--- config.mk ---
export PLATFORM = sky130hd
export DESIGN_NAME = ycbcr2rgb_flat
export DESIGN_NICKNAME = d
export VERILOG_FILES = /design/src/rtl/ycbcr2rgb_pkg.sv /design/src/rtl/ycbcr2rgb_if.sv /design/src/rtl/ycbcr2rgb_frame_tracker.sv /design/src/rtl/ycbcr2rgb.sv /design/src/flat_wrapper.sv
export SDC_FILE = /design/constraint.sdc
export NUM_CORES = 1
export LEC_CHECK = 0
export ABC_AREA = 1
export BUFFER_PORTS_ARGS = -buffer_cell sky130_fd_sc_hd__buf_2
export CORE_MARGIN = 3
export CORE_UTILIZATION = 31
export DETAILED_ROUTE_END_ITERATION = 10
export HOLD_SLACK_MARGIN = 0.15
export PLACE_DENSITY = 0.59
export SYNTH_ARGS = -nofsm -noshare
export SYNTH_HDL_FRONTEND = slang
export SYNTH_SLANG_ARGS = --single-unit
--- constraint.sdc ---
create_clock -name clk -period 4.4 [get_ports clk]
set_input_delay 0.88 -clock clk [delete_from_list [all_inputs] [get_ports clk]]
set_output_delay 0.88 -clock clk [all_outputs]
set_load 0.03 [all_outputs]
--- src/rtl/ycbcr2rgb_pkg.sv ---
// Shared constants for the YCbCr->RGB converter: Q8 coefficients, chroma
// offset, pipeline depth and the frame-tracker state encoding.
package ycbcr2rgb_pkg;

  localparam int COEF_R_CR     = 359;
  localparam int COEF_G_CB     = 88;
  localparam int COEF_G_CR     = 183;
  localparam int COEF_B_CB     = 454;
  localparam int CHROMA_OFFSET = 128;
  localparam int LATENCY       = 4;

  typedef enum logic [0:0] {
    IDLE   = 1'b0,
    ACTIVE = 1'b1
  } frame_state_t;

endpackage

--- src/rtl/ycbcr2rgb_if.sv ---
// Three-channel pixel port (dctPort_t beats) plus frame status, with a
// master side (pixel source) and a slave side (converter).
interface ycbcr2rgb_if #(
  parameter int DATA_WIDTH = 10,
  parameter int CNT_WIDTH  = 20
);

  typedef struct packed {
    logic [DATA_WIDTH-1:0] data;
    logic                  valid;
    logic                  sop;
    logic                  eop;
  } dctPort_t;

  dctPort_t             in  [3];
  dctPort_t             out [3];
  logic                 frame_err;
  logic                 frame_done;
  logic [CNT_WIDTH-1:0] frame_len;

  modport master (output in, input out, frame_err, frame_done, frame_len);
  modport slave  (input in, output out, frame_err, frame_done, frame_len);

endinterface

--- src/rtl/ycbcr2rgb_frame_tracker.sv ---
// sop/eop framing checker: counts accepted beats per frame, pulses frame_err
// on violations and frame_done with the closed frame's length.
module frame_tracker
  import ycbcr2rgb_pkg::*;
#(
  parameter int CNT_WIDTH = 20
) (
  input  logic                 clk,
  input  logic                 rst_n,
  input  logic                 beat,
  input  logic                 sop,
  input  logic                 eop,
  input  logic                 align_err,
  output logic                 frame_err,
  output logic                 frame_done,
  output logic [CNT_WIDTH-1:0] frame_len
);

  frame_state_t         state_reg, state_next;
  logic [CNT_WIDTH-1:0] cnt_reg, cnt_next, cnt_inc;
  logic [CNT_WIDTH-1:0] len_reg, len_next;
  logic                 err_reg, err_next;
  logic                 done_reg, done_next;

  assign cnt_inc = (&cnt_reg) ? cnt_reg : cnt_reg + 1'b1;

  always_ff @(posedge clk or negedge rst_n) begin
    if (!rst_n) begin
      state_reg <= IDLE;
      cnt_reg   <= '0;
      len_reg   <= '0;
      err_reg   <= 1'b0;
      done_reg  <= 1'b0;
    end else begin
      state_reg <= state_next;
      cnt_reg   <= cnt_next;
      len_reg   <= len_next;
      err_reg   <= err_next;
      done_reg  <= done_next;
    end
  end

  always_comb begin
    state_next = state_reg;
    cnt_next   = cnt_reg;
    len_next   = len_reg;
    err_next   = align_err;
    done_next  = 1'b0;
    if (beat) begin
      // A sop always (re)opens a frame; in ACTIVE it also flags the cut-short frame.
      if (sop) begin
        err_next = (state_reg == ACTIVE);
        if (eop) begin
          state_next = IDLE;
          len_next   = CNT_WIDTH'(1);
          done_next  = 1'b1;
        end else begin
          state_next = ACTIVE;
          cnt_next   = CNT_WIDTH'(1);
        end
      end else if (state_reg == IDLE) begin
        err_next = 1'b1;
      end else if (eop) begin
        state_next = IDLE;
        len_next   = cnt_inc;
        done_next  = 1'b1;
      end else begin
        cnt_next = cnt_inc;
      end
    end
  end

  assign frame_err  = err_reg;
  assign frame_done = done_reg;
  assign frame_len  = len_reg;

endmodule

--- src/rtl/ycbcr2rgb.sv ---
// Four-stage fixed-point YCbCr->RGB converter with clamped outputs and a
// matched valid/sop/eop delay line; framing is checked by frame_tracker.
module ycbcr2rgb
  import ycbcr2rgb_pkg::*;
#(
  parameter int DATA_WIDTH = 10,
  parameter int FRAC       = 8,
  parameter int PIX_MAX    = 255,
  parameter int CNT_WIDTH  = 20
) (
  input  logic        clk,
  input  logic        rst_n,
  ycbcr2rgb_if.slave  bus
);

  localparam int XW    = DATA_WIDTH + 1;
  localparam int PW    = XW + 10;
  localparam int SW    = PW + FRAC + 2;
  localparam int ROUND = 1 << (FRAC - 1);

  logic [2:0]            vld_vec, sop_vec, eop_vec;
  logic                  accept, align_err, beat_sop, beat_eop;
  logic [DATA_WIDTH-1:0] y_in, cr_in, cb_in;

  for (genvar gi = 0; gi < 3; gi++) begin : g_in
    assign vld_vec[gi] = bus.in[gi].valid;
    assign sop_vec[gi] = bus.in[gi].sop;
    assign eop_vec[gi] = bus.in[gi].eop;
  end

  assign y_in      = bus.in[0].data;
  assign cr_in     = bus.in[1].data;
  assign cb_in     = bus.in[2].data;
  assign accept    = &vld_vec;
  assign align_err = (|vld_vec) & ~accept;
  assign beat_sop  = accept & (|sop_vec);
  assign beat_eop  = accept & (|eop_vec);

  logic signed [XW-1:0] y1_reg, cb1_reg, cr1_reg, y2_reg;
  logic signed [PW-1:0] p_r_cr_reg, p_g_cb_reg, p_g_cr_reg, p_b_cb_reg;
  logic signed [SW-1:0] sum_reg [3];
  logic signed [SW-1:0] y_sh;

  assign y_sh = SW'(y2_reg) <<< FRAC;

  always_ff @(posedge clk or negedge rst_n) begin
    if (!rst_n) begin
      y1_reg     <= '0;
      cb1_reg    <= '0;
      cr1_reg    <= '0;
      y2_reg     <= '0;
      p_r_cr_reg <= '0;
      p_g_cb_reg <= '0;
      p_g_cr_reg <= '0;
      p_b_cb_reg <= '0;
      for (int i = 0; i < 3; i++) sum_reg[i] <= '0;
    end else begin
      y1_reg     <= signed'({1'b0, y_in});
      cb1_reg    <= signed'({1'b0, cb_in}) - XW'(CHROMA_OFFSET);
      cr1_reg    <= signed'({1'b0, cr_in}) - XW'(CHROMA_OFFSET);
      y2_reg     <= y1_reg;
      p_r_cr_reg <= PW'(cr1_reg) * PW'(COEF_R_CR);
      p_g_cb_reg <= PW'(cb1_reg) * PW'(COEF_G_CB);
      p_g_cr_reg <= PW'(cr1_reg) * PW'(COEF_G_CR);
      p_b_cb_reg <= PW'(cb1_reg) * PW'(COEF_B_CB);
      // Index matches the output channel: 2=R, 1=G, 0=B.
      sum_reg[2] <= y_sh + SW'(p_r_cr_reg);
      sum_reg[1] <= y_sh - SW'(p_g_cb_reg) - SW'(p_g_cr_reg);
      sum_reg[0] <= y_sh + SW'(p_b_cb_reg);
    end
  end

  logic [DATA_WIDTH-1:0] pix_reg [3];
  logic [2:0]            ctl_reg [LATENCY];

  for (genvar gi = 0; gi < 3; gi++) begin : g_clamp
    logic signed [SW-1:0] rnd_w;
    assign rnd_w = (sum_reg[gi] + SW'(ROUND)) >>> FRAC;

    always_ff @(posedge clk or negedge rst_n) begin
      if (!rst_n)                     pix_reg[gi] <= '0;
      else if (rnd_w < 0)             pix_reg[gi] <= '0;
      else if (rnd_w > SW'(PIX_MAX))  pix_reg[gi] <= DATA_WIDTH'(PIX_MAX);
      else                            pix_reg[gi] <= DATA_WIDTH'(rnd_w);
    end

    assign bus.out[gi] = {pix_reg[gi], ctl_reg[LATENCY-1]};
  end

  // {valid, sop, eop} travels alongside the data, one register per stage.
  for (genvar gi = 0; gi < LATENCY; gi++) begin : g_ctl
    always_ff @(posedge clk or negedge rst_n) begin
      if (!rst_n)       ctl_reg[gi] <= '0;
      else if (gi == 0) ctl_reg[gi] <= {accept, beat_sop, beat_eop};
      else              ctl_reg[gi] <= ctl_reg[(gi == 0) ? 0 : gi - 1];
    end
  end

  logic                 trk_err, trk_done;
  logic [CNT_WIDTH-1:0] trk_len;

  frame_tracker #(.CNT_WIDTH(CNT_WIDTH)) u_frame_tracker (
    .clk        (clk),
    .rst_n      (rst_n),
    .beat       (accept),
    .sop        (beat_sop),
    .eop        (beat_eop),
    .align_err  (align_err),
    .frame_err  (trk_err),
    .frame_done (trk_done),
    .frame_len  (trk_len)
  );

  assign bus.frame_err  = trk_err;
  assign bus.frame_done = trk_done;
  assign bus.frame_len  = trk_len;

endmodule

--- src/flat_wrapper.sv ---
// flat-port wrapper written by rule: the top's interface ports become plain ports
module ycbcr2rgb_flat import ycbcr2rgb_pkg::*;
#(
  parameter int DATA_WIDTH = 10,
  parameter int FRAC       = 8,
  parameter int PIX_MAX    = 255,
  parameter int CNT_WIDTH  = 20
)
  (clk, rst_n, bus_in, bus_out, bus_frame_err, bus_frame_done, bus_frame_len);
  ycbcr2rgb_if #(.DATA_WIDTH(DATA_WIDTH), .CNT_WIDTH(CNT_WIDTH)) bus_i ();
  input  logic clk;
  input  logic rst_n;
  input wire logic [$bits(bus_i.in)-1:0] bus_in;
  output wire logic [$bits(bus_i.out)-1:0] bus_out;
  output wire logic [$bits(bus_i.frame_err)-1:0] bus_frame_err;
  output wire logic [$bits(bus_i.frame_done)-1:0] bus_frame_done;
  output wire logic [$bits(bus_i.frame_len)-1:0] bus_frame_len;
  assign bus_i.in = {>>{bus_in}};
  assign bus_out = {>>{bus_i.out}};
  assign bus_frame_err = bus_i.frame_err;
  assign bus_frame_done = bus_i.frame_done;
  assign bus_frame_len = bus_i.frame_len;
  ycbcr2rgb #(.DATA_WIDTH(DATA_WIDTH), .FRAC(FRAC), .PIX_MAX(PIX_MAX), .CNT_WIDTH(CNT_WIDTH)) u_core (.clk(clk), .rst_n(rst_n), .bus(bus_i));
endmodule
==> summary.txt, run 1 <==
Global routing
  – Initial antenna violation count: 1
  – Largest net degree at the start of global routing: 107
  – Overall Global Routing Usage: 14.2%
  – Total global routing overflow: 0
  – First-pass GRT wire length: 70800 um
  – Vias in the first global route: 14000

Placed design
  – GPL Wtd Cong: 0.907
  – HPWL after DPL: 35800 um
  – IO buf count: 101

Cells and area
  – # diodes: 0
  – Core Util, Final: 35.9%
  – Most frequent cells in the layout: nand2_1 (426), inv_1 (412), dfrtp_1 (233)
  – Nets: 2621
  – Register Area: 0.00588 mm2
  – Multi-input logic area: 0.0107 mm2
  – Area Overhead vs Synth: 14.4%
  – Largest register FFs: 44
  – Share of layout cells above drive strength 1: 11.0%
  – Fill cell count: 5918
  – Most common cell after layout, fill and taps aside: nand2_1

Clock network
  – CTS Buffer Depth: 3
  – Clk_lat worst skew: 0.57 ns
  – TritonCTS clock tree: done
  – Num CTS Buffers: 29
  – Clk slew on worst S/H paths: 0.06 ns
  – Post-CTS setup buffer count: 0
  – Clock root buffer: clkbuf_16
  – H-tree level count: 1
  – Count of clock tree sinks: 235

Floorplanning
  – DIE WIDTH: 248 um
  – Die Y: 248 um
  – I/O Pins: 102
  – # rows: 88
  – Initial core utilization: 31.4%
  – Die area: 0.0615 mm2
  – CORE AREA: 0.0578 mm2

Drt
  – Detailed Routing Iterations Pass 1: 5
  – Vias per inst: 4.53
  – DRC: 0
  – Vias: 13900
  – 1st-iter DRT viols: 732
  – DR WL met3: 1930 um
  – DR top layer: met5
  – Met1 WL: 19000 um
  – Met2 wire length: 21000 um
  – Routed Antenna Nets: 0
  – Final WL: 43100 um
  – WL/cell: 14.1 um

Power and ir drop
  – Max IR drop VDD: 372 uV
  – Lkg Pwr: 10.9 nW
  – Pwr/cell area: 669 mW/mm2

Worst setup path
  – Setup crit start kind: register
  – Setup Crit Path Kind: reg -> reg
  – CP required: 4.87 ns
  – Critical Path Fanout Max: 4
  – CP Capture Type: register
  – Data arrival time of the critical path: 4.69 ns
  – R2R cell count: 19

Timing
  – Tcrit/Tclk final: 96.0%
  – Max-slew headroom: 35.1%
  – Crit path time final: 4.22 ns
  – Clock skew: 0.0177 ns
  – Fmax: 237 MHz
  – Slew of the pin with the lowest slew margin: 0.967 ns
  – Slew Limit Fails: 0
  – Setup TNS: 0 ns
  – Final setup vio count: 0
  – Final hold vios: 0
  – RSZ-0062 raised after global routing: yes

Synthesis
  – Register area share after synthesis: 32.4%
  – Yosys warning count: 0
  – Synthesized area per cell: 8.52 um2
  – Synthesized flop and latch total: 235
  – Syn Inst Count: 2129
  – Synth Cell Area: 0.0181 mm2
  – Post-synthesis cell type count: 42

Run status
  – Status: completed

Worst hold path
  – Hold Path Cell Cnt: 0
  – Worst Hold Class: reg -> reg

Job
  – Max-cap violations: 0
path summary, 6_finish.rpt:
path / start / to / slack (ns)
max reg2reg: u_core.cr1_reg[9] / u_core.p_r_cr_reg[19] / 0.18
min reg2reg: u_core.ctl_reg[4] / u_core.bus.out[1] / 0.34
max: u_core.cr1_reg[9] / u_core.p_r_cr_reg[19] / 0.18
min in group asynchronous: rst_n / u_core.bus.out[7] / 0.37
max in group asynchronous: rst_n / u_core.bus.out[36] / 3.04
min: u_core.ctl_reg[4] / u_core.bus.out[1] / 0.34
synthesized netlist by cell type (all sizes together):
cell    count  share of area (%)
nand2     435                9.1
inv       418                8.6
dfrtp     235                 32
ha        196                 14
nand3     155                4.5
nor2      150                3.7
fa        115                 13
a21oi     101                2.8
o21ai      83                2.3
xor2       83                4.0
xnor2      38                1.9
nand4      31                1.2
buf        23               0.82
nor3       16               0.59
nand3b     10               0.41
a21o        8               0.33
or2         5               0.17
nor4        4               0.14
a211oi      3               0.12
a31oi       3               0.10
clkinv      3              0.062
o211ai      3               0.12
o21bai      3               0.12
a21boi      2              0.083
nand2b      2              0.069
o31ai       2               0.11
conb        1              0.021
o21a        1              0.041
critical path, stage by stage, from the launching register on:
cell and delay (ns):
dfrtp_2 0.44, inv_1 0.13, ha_4 0.23, fa_1 0.49, fa_1 0.49, inv_1 0.05, fa_1 0.55, inv_1 0.06
fa_1 0.50, inv_1 0.04, ha_1 0.33, buf_4 0.16, nand2_1 0.09, nor2_1 0.06, a21oi_1 0.13, nand2_1 0.11
nand2_1 0.09, nand2_1 0.05, nand2_1 0.06, nand2_1 0.05
through the flow:
step	instances	worst slack [ns]	power (mW)	instance area (um2)	hold WS, ns
floorplan	2134	0.109	9.27	18200	0.331
global placement	3003	0.0410	11.4	19700	0.332
detailed placement	3003	0.0184	11.4	19700	0.335
finish	3057	0.176	13.9	20800	0.340
global route	3057	-0.00776	15.3	20800	0.356
CTS	3057	0.0368	13.9	20700	0.343
report_power, final:
group / total, mW / switching, mW / internal, mW
clock network: 2.32 / 0.949 / 1.38
logic: 8.26 / 5.21 / 3.05
registers: 3.31 / 0.426 / 2.88
cells by family after synthesis:
family | synth area share, %
AOI/OAI and AO/OA | 6.14
xor gates and xnor gates | 5.88
adders and majority gates | 26.2
buffers and inverters | 9.53
DFF | 32.4
other | 0.0207
and+or+nand+nor | 19.8
metal layers:
metal	GRT usage, %	vias up
met5	0	-
met4	3.96	2
met3	2.18	76
met2	24.9	291
met1	18.2	6545
li1	-	6942
cell type report:
cell class / count / area share [%]
multi-input cells: 1455 / 51.4
flip-flops and latches: 235 / 28.3
inverters: 421 / 7.61
well taps: 765 / 4.61
clock buffers: 40 / 3.98
repair buffers: 127 / 3.48
clock inverters: 14 / 0.585
repair_timing:
| item | CTS | global route |
|---|---|---|
| resized for setup | 1 | 24 |
| pin swaps | 0 | 3 |
| hold buffers | 0 | 0 |
| setup endpoints to repair | 1 | 11 |
No activity file was read; power rests on OpenSTA's default activity.
==> run 2: changes to the inputs <==
PLACE_DENSITY = 0.57   (was 0.59)
REMOVE_ABC_BUFFERS = 1   (was unset)
clock period = 4.25 ns   (was 4.4 ns; I/O delays follow)
==> summary.txt, run 2 (same netlist as run 1, synthesis figures left out) <==
Power and ir drop
  – Power share of the clock group: 16.9% (was 16.7%)
  – PnR Total Power: 15.1 mW (was 13.9 mW)
  – Internal power: 7.98 mW (was 7.31 mW)
  – Combinational Power Share: 60.5% (was 59.5%)
  – Psw: 7.14 mW (was 6.59 mW)
  – Lkg Pwr: 11.1 nW (was 10.9 nW)
  – Seq pwr share: 22.6% (was 23.8%)
  – Sw Ratio: 47.2% (was 47.4%)
  – Pwr/cell area: 712 mW/mm2 (was 669 mW/mm2)
  – Max IR drop VDD: 408 uV (was 372 uV)

Clock network
  – H-tree level count: 1 (unchanged)
  – TritonCTS clock tree: done (unchanged)
  – CTS Buffer Depth: 3 (unchanged)
  – Clock root buffer: clkbuf_16 (unchanged)
  – Clk_lat worst skew: 0.60 ns (was 0.57 ns)
  – Clk slew on worst S/H paths: 0.06 ns (about the same)
  – Num CTS Buffers: 30 (was 29)
  – CTS Hold Bufs: 0 (unchanged)
  – Count of clock tree sinks: 235 (unchanged)

Worst setup path
  – Setup crit start kind: register (unchanged)
  – Critical Path Fanout Max: 4 (unchanged)
  – CP required: 4.73 ns (was 4.87 ns)
  – Data arrival time of the critical path: 4.63 ns (was 4.69 ns)
  – Crit-path slowest cell: fa_1 (unchanged)
  – Worst path max stage delay: 0.54 ns (was 0.55 ns)
  – CP Capture Type: register (unchanged)
  – Crit-path cells: ha_4 > fa_1 > inv_1 > fa_1 > inv_1 > fa_1 > inv_1 > fa_1 > inv_1 > ha_4 > a21oi_2 > nand2_1 > a21oi_2 > nand2_1 > buf_4 > xor2_1 (was inv_1 > ha_4 > fa_1 > fa_1 > inv_1 > fa_1 > inv_1 > fa_1 > inv_1 > ha_1 > buf_4 > nand2_1 > nor2_1 > a21oi_1 > nand2_1 > nand2_1 > nand2_1 > nand2_1 > nand2_1)
  – RR Startpoint: u_core.cr1_reg[8] (was u_core.cr1_reg[9])
  – R2r setup slk: 0.11 ns (was 0.18 ns)
  – Setup Crit Path Kind: reg -> reg (unchanged)
  – Critical R2R Capture: u_core.p_r_cr_reg[15] (was u_core.p_r_cr_reg[19])
  – R2R cell count: 16 (was 19)

Cells and area
  – Area Overhead vs Synth: 17.0% (was 14.4%)
  – Fill cell count: 5841 (was 5918)
  – Nets: 2653 (was 2621)
  – Share of layout cells above drive strength 1: 13.2% (was 11.0%)
  – Most frequent cells in the layout: nand2_1 (422), inv_1 (412), dfrtp_1 (231) (was nand2_1 (426), inv_1 (412), dfrtp_1 (233))
  – Largest register FFs: 44 (unchanged)
  – Post-Layout Cell Count: 3090 (was 3057)
  – # diodes: 0 (unchanged)
  – Most common cell after layout, fill and taps aside: nand2_1 (unchanged)

Timing
  – Final WS setup: 0.107 ns (was 0.176 ns)
  – Crit path time final: 4.14 ns (was 4.22 ns)
  – RSZ-0062 raised after global routing: yes (unchanged)
  – Clock skew: 0.0119 ns (was 0.0177 ns)
  – Fmax: 241 MHz (was 237 MHz)
  – Final hold vios: 0 (unchanged)
  – Tcrit/Tclk final: 97.5% (was 96.0%)
  – Slew of the pin with the lowest slew margin: 0.953 ns (was 0.967 ns)
  – Final setup vio count: 0 (unchanged)
  – Slew Limit Fails: 0 (unchanged)
  – Max-slew headroom: 36.4% (was 35.1%)

Placed design
  – Placed insts: 3028 (was 3003)
  – GPL Wtd Cong: 0.885 (was 0.907)
  – HPWL after DPL: 36200 um (was 35800 um)
  – Dpl ws: -0.119 ns (was 0.0184 ns)
  – IO buf count: 101 (unchanged)

Worst hold path
  – Hold_sp: u_core.y1_reg[6] (was u_core.ctl_reg[4])
  – Worst Hold Class: reg -> reg (unchanged)
  – Hold Path Cell Cnt: 0 (unchanged)
  – Hold EP: u_core.y2_reg[6] (was u_core.bus.out[1])

Floorplanning
  – CORE AREA: 0.0578 mm2 (unchanged)
  – Die area: 0.0615 mm2 (unchanged)
  – # rows: 88 (unchanged)
  – Die Y: 248 um (unchanged)
  – DIE WIDTH: 248 um (unchanged)
  – Initial core utilization: 31.4% (unchanged)
  – I/O Pins: 102 (unchanged)

Drt
  – Vias: 13900 (about the same)
  – Routed Antenna Nets: 0 (unchanged)
  – 1st-iter DRT viols: 692 (was 732)
  – Met1 WL: 19800 um (was 19000 um)
  – Detailed Routing Iterations Pass 1: 5 (unchanged)
  – Final WL: 44300 um (was 43100 um)
  – DR top layer: met4 (was met5)
  – DRC: 0 (unchanged)
  – Met2 wire length: 21300 um (was 21000 um)
  – DR WL met3: 1630 um (was 1930 um)
  – Vias per inst: 4.51 (was 4.53)
  – WL/cell: 14.3 um (was 14.1 um)

Global routing
  – Vias in the first global route: 14300 (was 14000)
  – Total global routing overflow: 0 (unchanged)
  – First-pass GRT wire length: 72300 um (was 70800 um)
  – Largest net degree at the start of global routing: 121 (was 107)
  – Overall Global Routing Usage: 14.5% (was 14.2%)
  – Initial antenna violation count: 0 (was 1)

Job
  – Max-cap violations: 0 (unchanged)

Run status
  – Status: completed (unchanged)
==> run 2: through the flow <==
step	area (um2)	hold slack (ns)	util, %	TNS [ns]
floorplan	18000	0.331	-	-0.844
global placement	19900	0.334	34.4	-0.131
detailed placement	19900	0.335	34.4	-0.327
CTS	21000	0.296	36.3	0
global route	21200	0.315	36.7	-0.117
finish	21200	0.345	36.7	0
==> run 2: how the worst max path moves through the flow <==
stage | slack [ns] | depth (start not counted) | startpoint | to
6_report | 0.11 | 16 | u_core.cr1_reg[8] | u_core.p_r_cr_reg[15]
4_1_cts | 0.02 | 20 | u_core.cr1_reg[8] | u_core.p_r_cr_reg[19]
5_1_grt | -0.07 | 18 | u_core.cr1_reg[8] | u_core.p_r_cr_reg[19]
2_1_floorplan | -0.21 | 16 | u_core.cr1_reg[10] | u_core.p_r_cr_reg[20]
3_3_place_gp | -0.05 | 16 | u_core.cr1_reg[8] | u_core.p_r_cr_reg[20]
3_5_place_dp | -0.12 | 15 | u_core.cr1_reg[8] | u_core.p_r_cr_reg[20]
==> run 2: final cells by class <==
cell class	count	area (um2)	share of cell area, %
Clock buffer	36	803	3.78
Clock inverter	20	206	0.972
Inverter	421	1580	7.44
Multi-Input combinational cell	1455	10800	51.0
Sequential cell	235	5890	27.7
Tap cell	765	957	4.51
Timing Repair Buffer	158	967	4.55
==> run 2: repair_timing <==
action	in CTS	in global routing
resized for setup	10	46
setup buffers	1	5
setup endpoints to repair	6	17
pin swaps	1	16
==> run 2: power by group through the flow <==
stage	registers [mW]	logic, mW	clock network, mW
5_1_grt	3.50	10.4	2.75
3_5_place_dp	3.46	8.63	0
3_3_place_gp	3.45	8.59	0
4_1_cts	3.42	8.82	2.66
2_1_floorplan	3.59	6.01	0
6_report	3.42	9.15	2.55
==> run 2: worst max-delay path: cells and delay by family (launching register included) <==
| kind | cells | cell delay [ns] |
|---|---|---|
| AO/OA/AOI/OAI | 2 | 0.31 |
| flip-flops | 1 | 0.44 |
| XOR/XNOR | 1 | 0.13 |
| buffers and inverters | 5 | 0.37 |
| AND/OR/NAND/NOR | 2 | 0.18 |
| adder cells (fa/ha/maj) | 6 | 2.58 |
==> run 2: layer usage <==
metal	up-vias	track usage [%]
met5	-	0
met4	0	4.75
met3	68	1.97
met2	256	25.2
met1	6557	18.7
li1	7041	-
==> run 3: changes to the inputs <==
REMOVE_ABC_BUFFERS = unset   (was 1)
clock period = 3.9 ns   (was 4.25 ns; I/O delays follow)
==> summary.txt, run 3 (same netlist as run 1, synthesis figures left out) <==
Placed design
  – HPWL after DPL: 37000 um (was 36200 um)
  – Placed insts: 3069 (was 3028)
  – GPL Wtd Cong: 0.904 (was 0.885)
  – IO buf count: 101 (unchanged)

Clock network
  – Clk slew on worst S/H paths: 0.06 ns (about the same)
  – Count of clock tree sinks: 235 (unchanged)
  – H-tree level count: 1 (unchanged)
  – Clock root buffer: clkbuf_16 (unchanged)
  – CTS Buffer Depth: 3 (unchanged)
  – Num CTS Buffers: 29 (was 30)
  – Clk_lat worst skew: 0.58 ns (was 0.60 ns)
  – TritonCTS clock tree: done (unchanged)

Timing
  – Final WS setup: -0.147 ns (was 0.107 ns)
  – RSZ-0062 raised after global routing: yes (unchanged)
  – Clock skew: 0.0119 ns (about the same)
  – Tcrit/Tclk final: 104% (was 97.5%)
  – Final hold vios: 0 (unchanged)
  – Slew of the pin with the lowest slew margin: 0.643 ns (was 0.953 ns)
  – Fmax: 247 MHz (was 241 MHz)
  – Slew Limit Fails: 0 (unchanged)
  – Fin Hold WS: 0.309 ns (was 0.345 ns)
  – Max-slew headroom: 56.7% (was 36.4%)
  – Final setup vio count: 13 (was 0)
  – Crit path time final: 4.05 ns (was 4.14 ns)

Worst setup path
  – Worst Setup EP: u_core.p_g_cr_reg[19] (was u_core.p_r_cr_reg[15])
  – R2r setup slk: -0.15 ns (was 0.11 ns)
  – CP required: 4.36 ns (was 4.73 ns)
  – Setup crit start kind: register (unchanged)
  – Setup Crit Path Kind: reg -> reg (unchanged)
  – Critical R2R Capture: u_core.p_g_cr_reg[19] (was u_core.p_r_cr_reg[15])
  – Critical Path Fanout Max: 6 (was 4)
  – Data arrival time of the critical path: 4.51 ns (was 4.63 ns)
  – RR Startpoint: u_core.cr1_reg[9] (was u_core.cr1_reg[8])
  – CP Capture Type: register (unchanged)
  – CP startpoint: u_core.cr1_reg[9] (was u_core.cr1_reg[8])
  – R2R cell count: 20 (was 16)

Run status
  – Status: complete, but fails checks (was completed)
  – Failing checks: negative setup slack

Drt
  – 1st-iter DRT viols: 755 (was 692)
  – Routed Antenna Nets: 0 (unchanged)
  – Final WL: 44700 um (was 44300 um)
  – Detailed Routing Iterations Pass 1: 5 (unchanged)
  – Vias: 14100 (was 13900)
  – WL/cell: 14.3 um (about the same)
  – Vias per inst: 4.49 (was 4.51)
  – DRC: 0 (unchanged)

Global routing
  – Vias in the first global route: 14200 (was 14300)
  – Initial antenna violation count: 0 (unchanged)
  – Overall Global Routing Usage: 14.6% (was 14.5%)
  – Total global routing overflow: 0 (unchanged)
  – Largest net degree at the start of global routing: 75 (was 121)
  – First-pass GRT wire length: 72700 um (was 72300 um)

Power and ir drop
  – Lkg Pwr: 11.3 nW (was 11.1 nW)
  – Max IR drop VDD: 470 uV (was 408 uV)
  – Pwr/cell area: 801 mW/mm2 (was 712 mW/mm2)
  – PnR Total Power: 17.5 mW (was 15.1 mW)

Floorplanning
  – # rows: 88 (unchanged)
  – Initial core utilization: 31.4% (unchanged)
  – Die area: 0.0615 mm2 (unchanged)
  – Die Y: 248 um (unchanged)
  – DIE WIDTH: 248 um (unchanged)
  – I/O Pins: 102 (unchanged)
  – CORE AREA: 0.0578 mm2 (unchanged)

Cells and area
  – Share of layout cells above drive strength 1: 17.2% (was 13.2%)
  – Area Overhead vs Synth: 20.5% (was 17.0%)
  – Nets: 2704 (was 2653)
  – Largest register FFs: 44 (unchanged)
  – Most common cell after layout, fill and taps aside: nand2_1 (unchanged)
  – Core Util, Final: 37.8% (was 36.7%)
  – Post-Layout Cell Count: 3137 (was 3090)
  – # diodes: 0 (unchanged)
  – Most frequent cells in the layout: nand2_1 (409), inv_1 (399), dfrtp_1 (228) (was nand2_1 (422), inv_1 (412), dfrtp_1 (231))

Worst hold path
  – Worst Hold Class: in -> reg (was reg -> reg)

Job
  – Max-cap violations: 0 (unchanged)
-- run 3: changes by cell type in the layout (fill, tap and decap cells not counted), sizes merged --
cell         delta
clkinvlp        -2
dlygate4sd3     +1
buf            +51
inv             +2
clkbuf          +3
clkinv          -9
bufinv          +1
-- run 3: worst min path at each step --
stage,slack [ns],endpoint,from,cells after the start
6_report,0.31,u_core.y1_reg[9],bus_in[38],1
5_1_grt,0.27,u_core.y1_reg[1],bus_in[30],1
3_5_place_dp,0.33,u_core.y2_reg[2],u_core.y1_reg[2],0
4_1_cts,0.27,u_core.y1_reg[3],bus_in[32],1
2_1_floorplan,0.33,u_core.bus.out[0],u_core.ctl_reg[3],0
3_3_place_gp,0.33,u_core.y2_reg[3],u_core.y1_reg[3],0
-- run 3: layout make-up --
| type | instances | area (um2) |
|---|---|---|
| Timing Repair Buffer | 210 | 1370 |
| Sequential cell | 235 | 5890 |
| Clock inverter | 12 | 169 |
| Clock buffer | 39 | 793 |
| Inverter | 421 | 1580 |
| Multi-Input combinational cell | 1455 | 11100 |
| Fill cell | 5849 | 35900 |
| Tap cell | 765 | 957 |
-- run 3: what timing repair did --
item | 4_1_cts | 5_1_grt
pin swaps | 43 | 42
buffers inserted | 5 | 13
hold endpoints to repair | 10 | 0
setup endpoints to repair | 22 | 30
hold buffers | 1 | 0
gates resized for setup | 49 | 53
-- run 3: worst max-delay path, stage by stage (launching register included) --
cell     delay (ns)
dfrtp_2        0.48
buf_6          0.14
fa_1           0.50
inv_1          0.05
fa_1           0.51
inv_1          0.06
fa_1           0.50
inv_2          0.04
fa_1           0.54
inv_2          0.05
ha_4           0.26
a21oi_4        0.14
nor2_2         0.05
nor2_2         0.13
nor2_1         0.06
nor2_1         0.08
nand2_1        0.10
nand2_2        0.09
nand2_2        0.05
nand2_1        0.05
nand2_1        0.05
-- run 3: report_power, final --
group / internal (mW) / total [mW] / switching, mW
clock network: 1.63 / 2.72 / 1.09
logic: 4.51 / 11.0 / 6.53
registers: 3.26 / 3.76 / 0.507
total: 9.40 / 17.5 / 8.13
-- run 3: metrics by stage --
step	setup WS (ns)	TNS [ns]	instance area [um2]
global route	-0.307	-3.67	21900
CTS	-0.125	-1.05	21600
floorplan	-0.0200	-0.0200	18300
finish	-0.147	-0.921	21900
detailed placement	-0.268	-2.70	20300
global placement	-0.239	-1.95	20300
-- run 3: routing by layer --
metal	share of wire (%)	global-route usage, %	up-vias
li1	-	-	7122
met2	50	26.0	224
met3	3.5	1.65	65
met5	0	0	-
met1	44	18.9	6662
met4	2.5	3.60	0
